--- config.mk ---
export PLATFORM = sky130hd
export DESIGN_NAME = xff_flex
export DESIGN_NICKNAME = d
export VERILOG_FILES = /design/src/rtl/xff_pkg.sv /design/src/rtl/xff_flex_mem.sv /design/src/rtl/xff_flex.sv
export SDC_FILE = /design/constraint.sdc
export NUM_CORES = 1
export LEC_CHECK = 0
export CAP_MARGIN = 10
export CORE_ASPECT_RATIO = 0.5
export CORE_MARGIN = 5
export CORE_UTILIZATION = 40
export DETAILED_ROUTE_END_ITERATION = 6
export PLACE_DENSITY = 0.66
export RECOVER_POWER = 25
export SLEW_MARGIN = 20
export SYNTH_ARGS = -nofsm -noshare
export SYNTH_HDL_FRONTEND = slang
export SYNTH_SLANG_ARGS = --single-unit
--- constraint.sdc ---
create_clock -name clk -period 2.5 [get_ports clk]
set_clock_uncertainty 0.15 [all_clocks]
set_input_delay 0.25 -clock clk [delete_from_list [all_inputs] [get_ports clk]]
set_output_delay 0.25 -clock clk [all_outputs]
set_load 0.02 [all_outputs]
--- src/rtl/xff_pkg.sv ---
// rtl/xff_pkg.sv - shared types and sizing helpers for the flexible-depth FIFO
package xff_pkg;

  typedef enum logic {
    XFF_REGREAD = 1'b0,
    XFF_FWFT    = 1'b1
  } xff_rmode_e;

  function automatic int xff_lw(input int depth);
    return $clog2(depth + 1);
  endfunction

  // A two-entry FIFO still needs one pointer bit.
  function automatic int xff_aw(input int depth);
    return (depth <= 2) ? 1 : $clog2(depth);
  endfunction

endpackage

--- src/rtl/xff_flex_mem.sv ---
// rtl/xff_flex_mem.sv - DW x DEPTH dual-port RAM, synchronous write, combinational read
module xff_flex_mem #(
  parameter int DW    = 8,
  parameter int DEPTH = 5,
  parameter int AW    = 3
) (
  input  logic          clk,
  input  logic          wr_en,
  input  logic [AW-1:0] wr_addr,
  input  logic [DW-1:0] wr_data,
  input  logic [AW-1:0] rd_addr,
  output logic [DW-1:0] rd_data
);

  logic [DW-1:0] mem [DEPTH];

  always_ff @(posedge clk) begin
    if (wr_en) begin
      mem[wr_addr] <= wr_data;
    end
  end

  assign rd_data = mem[rd_addr];

endmodule

--- src/rtl/xff_flex.sv ---
// rtl/xff_flex.sv - any-depth synchronous FIFO with FWFT/registered read, level and sticky error flags
module xff_flex
  import xff_pkg::*;
#(
  parameter int DW        = 8,
  parameter int DEPTH     = 5,
  parameter int FWFT      = 1,
  parameter int AFULL_TH  = DEPTH - 1,
  parameter int AEMPTY_TH = 1,
  localparam int LW       = xff_lw(DEPTH)
) (
  input  logic          clk,
  input  logic          rstn,
  input  logic          clr,
  input  logic          we,
  input  logic          re,
  input  logic [DW-1:0] d,
  output logic [DW-1:0] q,
  output logic          full_n,
  output logic          empty_n,
  output logic [LW-1:0] level,
  output logic          afull,
  output logic          aempty,
  output logic          ovf,
  output logic          udf
);

  localparam int AW = xff_aw(DEPTH);
  localparam xff_rmode_e RMODE = (FWFT != 0) ? XFF_FWFT : XFF_REGREAD;
  localparam logic [AW-1:0] PTR_LAST = AW'(DEPTH - 1);
  localparam logic [LW-1:0] LVL_FULL = LW'(DEPTH);
  localparam logic [LW-1:0] LVL_AF   = LW'(AFULL_TH);
  localparam logic [LW-1:0] LVL_AE   = LW'(AEMPTY_TH);

  logic [AW-1:0] wptr_q, wptr_d, rptr_q, rptr_d;
  logic [LW-1:0] level_q, level_d;
  logic          full_n_q, empty_n_q, afull_q, aempty_q, ovf_q, udf_q;
  logic          ovf_d, udf_d;
  logic          wr_acc, rd_acc;
  logic [DW-1:0] rd_data;

  assign wr_acc = we && full_n_q && !clr;
  assign rd_acc = re && empty_n_q && !clr;

  always_comb begin
    wptr_d  = wptr_q;
    rptr_d  = rptr_q;
    level_d = level_q;
    ovf_d   = ovf_q | (we && !full_n_q);
    udf_d   = udf_q | (re && !empty_n_q);
    if (clr) begin
      wptr_d  = '0;
      rptr_d  = '0;
      level_d = '0;
      ovf_d   = 1'b0;
      udf_d   = 1'b0;
    end else begin
      // Explicit wrap keeps non-power-of-two depths inside the array.
      if (wr_acc) wptr_d = (wptr_q == PTR_LAST) ? '0 : wptr_q + 1'b1;
      if (rd_acc) rptr_d = (rptr_q == PTR_LAST) ? '0 : rptr_q + 1'b1;
      case ({wr_acc, rd_acc})
        2'b10:   level_d = level_q + 1'b1;
        2'b01:   level_d = level_q - 1'b1;
        default: level_d = level_q;
      endcase
    end
  end

  always_ff @(posedge clk or negedge rstn) begin
    if (!rstn) begin
      wptr_q    <= '0;
      rptr_q    <= '0;
      level_q   <= '0;
      full_n_q  <= 1'b1;
      empty_n_q <= 1'b0;
      afull_q   <= ('0 >= LVL_AF);
      aempty_q  <= 1'b1;
      ovf_q     <= 1'b0;
      udf_q     <= 1'b0;
    end else begin
      wptr_q    <= wptr_d;
      rptr_q    <= rptr_d;
      level_q   <= level_d;
      // Flags come from level_d so they line up with level every cycle.
      full_n_q  <= (level_d != LVL_FULL);
      empty_n_q <= (level_d != '0);
      afull_q   <= (level_d >= LVL_AF);
      aempty_q  <= (level_d <= LVL_AE);
      ovf_q     <= ovf_d;
      udf_q     <= udf_d;
    end
  end

  xff_flex_mem #(
    .DW   (DW),
    .DEPTH(DEPTH),
    .AW   (AW)
  ) u_mem (
    .clk    (clk),
    .wr_en  (wr_acc),
    .wr_addr(wptr_q),
    .wr_data(d),
    .rd_addr(rptr_q),
    .rd_data(rd_data)
  );

  generate
    if (RMODE == XFF_FWFT) begin : g_fwft
      assign q = rd_data;
    end else begin : g_regread
      logic [DW-1:0] q_q;
      always_ff @(posedge clk or negedge rstn) begin
        if (!rstn) begin
          q_q <= '0;
        end else if (rd_acc) begin
          q_q <= rd_data;
        end
      end
      assign q = q_q;
    end
  endgenerate

  assign level   = level_q;
  assign full_n  = full_n_q;
  assign empty_n = empty_n_q;
  assign afull   = afull_q;
  assign aempty  = aempty_q;
  assign ovf     = ovf_q;
  assign udf     = udf_q;

endmodule

==> impl_metrics.json, run 1 <==
{
  "outcome": "finished clean",
  "ys_types": 29,
  "multiInputGateArea_um2": 676.9,
  "layout-drive-gt1-share_pct": 30.37,
  "worstSetupStartpointType": "register",
  "nFillCells": 466,
  "cap_violations": 0,
  "die-area_um2": 7290,
  "critPathMaxFanout": 2,
  "arrival_ns": 2.49,
  "netlist_area_um2": 2241,
  "synth-async-reset-ratio_pct": 25.93,
  "antenna_found_initial": 0,
  "ant_nets": 0,
  "clock_latency_ns": 0.30,
  "synthMuxAreaShare_pct": 12.73,
  "areaGrowthSynthToFinish_pct": 30.71,
  "synth_edf_count": 40,
  "synth_compound_area_share_pct": 3.462,
  "syn-num-nets": 155,
  "p_per_area_nw_per_um2": 651.9,
  "wl_per_cell_um": 15.36,
  "clock.fmax_mhz": 406.7,
  "die_h_um": 62.93,
  "drv_slew": 0,
  "cts.sinks": 54,
  "syn-instance-count": 136,
  "synth-simple-area-share_pct": 7.761,
  "cts_tree": "done",
  "ys_ff_latch": 54,
  "first_iter_violations": 30,
  "nets": 210,
  "grt_pass1_vias": 1405,
  "hpwl_um": 2788,
  "worstSetupPathType": "reg2reg",
  "synthAdderAreaFrac_pct": 3.685,
  "fp.coreArea_um2": 5444,
  "h-tree-depth": 2,
  "wirelength_um": 4056,
  "p_leak_uw": 0.001106,
  "hold_viol": 0,
  "grt_usage_pct": 12.37,
  "grt_first_pass_wirelength_um": 6913,
  "globalplace.congestion": 0.7580,
  "clockBufferDepth": 2,
  "setup_ws_ns": 0.04112,
  "fin_setup_tns_ns": 0,
  "slew_headroom_pct": 54.37,
  "final_area_um2": 2929,
  "fp-row-count": 19,
  "reg2reg_from": "full_n",
  "antenna_cells": 0,
  "die_x_um": 115.9,
  "min_period_over_period_pct": 98.36,
  "synth_top_family_by_area": "multiplexers",
  "ys_dominant_reg_cell": "edfxtp_1",
  "clock-root-buffer": "clkbuf_8",
  "cts_buffers": 5,
  "ios": 30,
  "dr.pass1.iters": 4,
  "startpoint": "full_n",
  "numPortBuffers": 29,
  "hold_class": "in2async",
  "setup_violations": 0,
  "hold_ws_ns": 0.2018,
  "fin_crit_ns": 2.459,
  "syn_area_per_cell_um2": 16.48,
  "vias": 1291,
  "initial_core_util_pct": 41.16,
  "dpl_cell_area_um2": 2808,
  "vias_per_cell": 4.890,
  "rsz0062_at_grt": "yes",
  "synthXorXnorAreaFrac_pct": 0.7817,
  "cp_data_required_time_ns": 2.53,
  "ir_drop_mv": 0.3463,
  "synth-warning-count": 0,
  "ys_seq_area_share_pct": 69.35,
  "drc_errors": 0,
  "grt_max_degree": 17,
  "grt.overflow.total": 0,
  "worstMarginPinSlew_ns": 0.6823,
  "pre_cts_ws_ns": -0.3243,
  "cp-end-kind": "register",
  "seq_area_um2": 1554,
  "clk_pin_slew_ns": 0.10
}
[synth_stat cells, drive strengths merged, types with 3 or more instances]
master  count  share of area [%]
clkbuf      3               0.50
ha          5                2.8
nand2       7                1.2
nor2        8                1.3
edfxtp     40                 54
dfrtp      12                 13
inv         7                1.2
mux2        9                4.7
o21ai       3               0.67
a21oi       9                2.0
mux4        8                8.0
[cells by family (layout without fill, tap and decap cells)]
kind of cell,count (synthesis),in the layout
buf+inv,12,67
flops,54,54
compound gates,14,14
fa+ha+maj,6,6
xor+xnor,2,2
mux,17,17
simple gates,31,31
[sequential cells by signal (all words and copies together) (netlist names)]
name	cells
u_mem.mem	40
rptr_q	3
wptr_q	3
level	2
aempty	1
afull	1
empty_n	1
full_n	1
ovf	1
udf	1
[layer usage]
layer / vias up / share of wire (%) / track usage [%]
li1: 622 / - / -
met1: 642 / 47 / 16.84
met2: 24 / 49 / 19.77
met3: 3 / 3.0 / 2.708
met4: 0 / 0.69 / 3.907
met5: - / 0 / 0
[placed cells by master, fill, tap and decap left out, types with 8 or more instances in the layout]
cell type | Yosys | routed
nor2_1 | 8 | 8
dfrtp_1 | 12 | 12
clkdlybuf4s50_1 | 0 | 14
dlygate4sd2_1 | 0 | 8
mux2_2 | 8 | 8
mux4_2 | 8 | 8
edfxtp_1 | 40 | 40
buf_4 | 1 | 23
a21oi_1 | 9 | 9
[power by group]
group          switching, uW  internal [uW]
clock network            277            295
registers               21.7            997
logic                    146            173
total                    445           1460
[path summary, 6_finish.rpt]
kind,endpoint,slack [ns],cells past startpoint
setup / recovery,empty_n,0.04,7
hold / removal,rptr_q[2],0.20,1
setup reg to reg,empty_n,0.04,7
hold reg to reg,udf,0.36,2
max in group asynchronous,wptr_q[2],1.56,1
min in group clk,udf,0.36,2
[worst max-delay path: stages (launching register included)]
cell and delay (ns):
dfstp_2 0.55, nand2_2 0.05, or2_4 0.24, ha_4 0.16
fa_2 0.40, mux2_4 0.28, nor2b_4 0.13, or4_1 0.38
[area by class of cell]
type	instances	area share (%)
Tap cell	73	3.118
Inverter	7	0.8971
Timing Repair Buffer	53	16.15
Clock inverter	2	1.324
Sequential cell	54	53.05
Multi-Input combinational cell	70	23.11
Clock buffer	5	2.349
[timing repair]
action                                  4_1_cts  5_1_grt
setup buffers                                 2        0
pin swaps                                     5        2
endpoints found under the setup margin        9        2
gates cloned                                  0        0
resized for setup                             9        2
hold buffers                                  0        0
[per-stage QoR]
step | util, % | cells | power, uW
floorplan | - | 136 | 1205
global placement | 51.57 | 256 | 1364
detailed placement | 51.57 | 256 | 1371
CTS | 53.69 | 265 | 1930
global route | 53.80 | 264 | 1997
finish | 53.80 | 264 | 1909
No activity file was read; power rests on OpenSTA's default activity.
==> run 2, diff against run 1 <==
--- a/config.mk
+++ b/config.mk
@@ -16,3 +16,4 @@
 export SYNTH_ARGS = -nofsm -noshare
 export SYNTH_HDL_FRONTEND = slang
 export SYNTH_SLANG_ARGS = --single-unit
+export TNS_END_PERCENT = 100
==> results of run 2 <==
No change in the layout: final DEF, timing and power equal those of run 1.
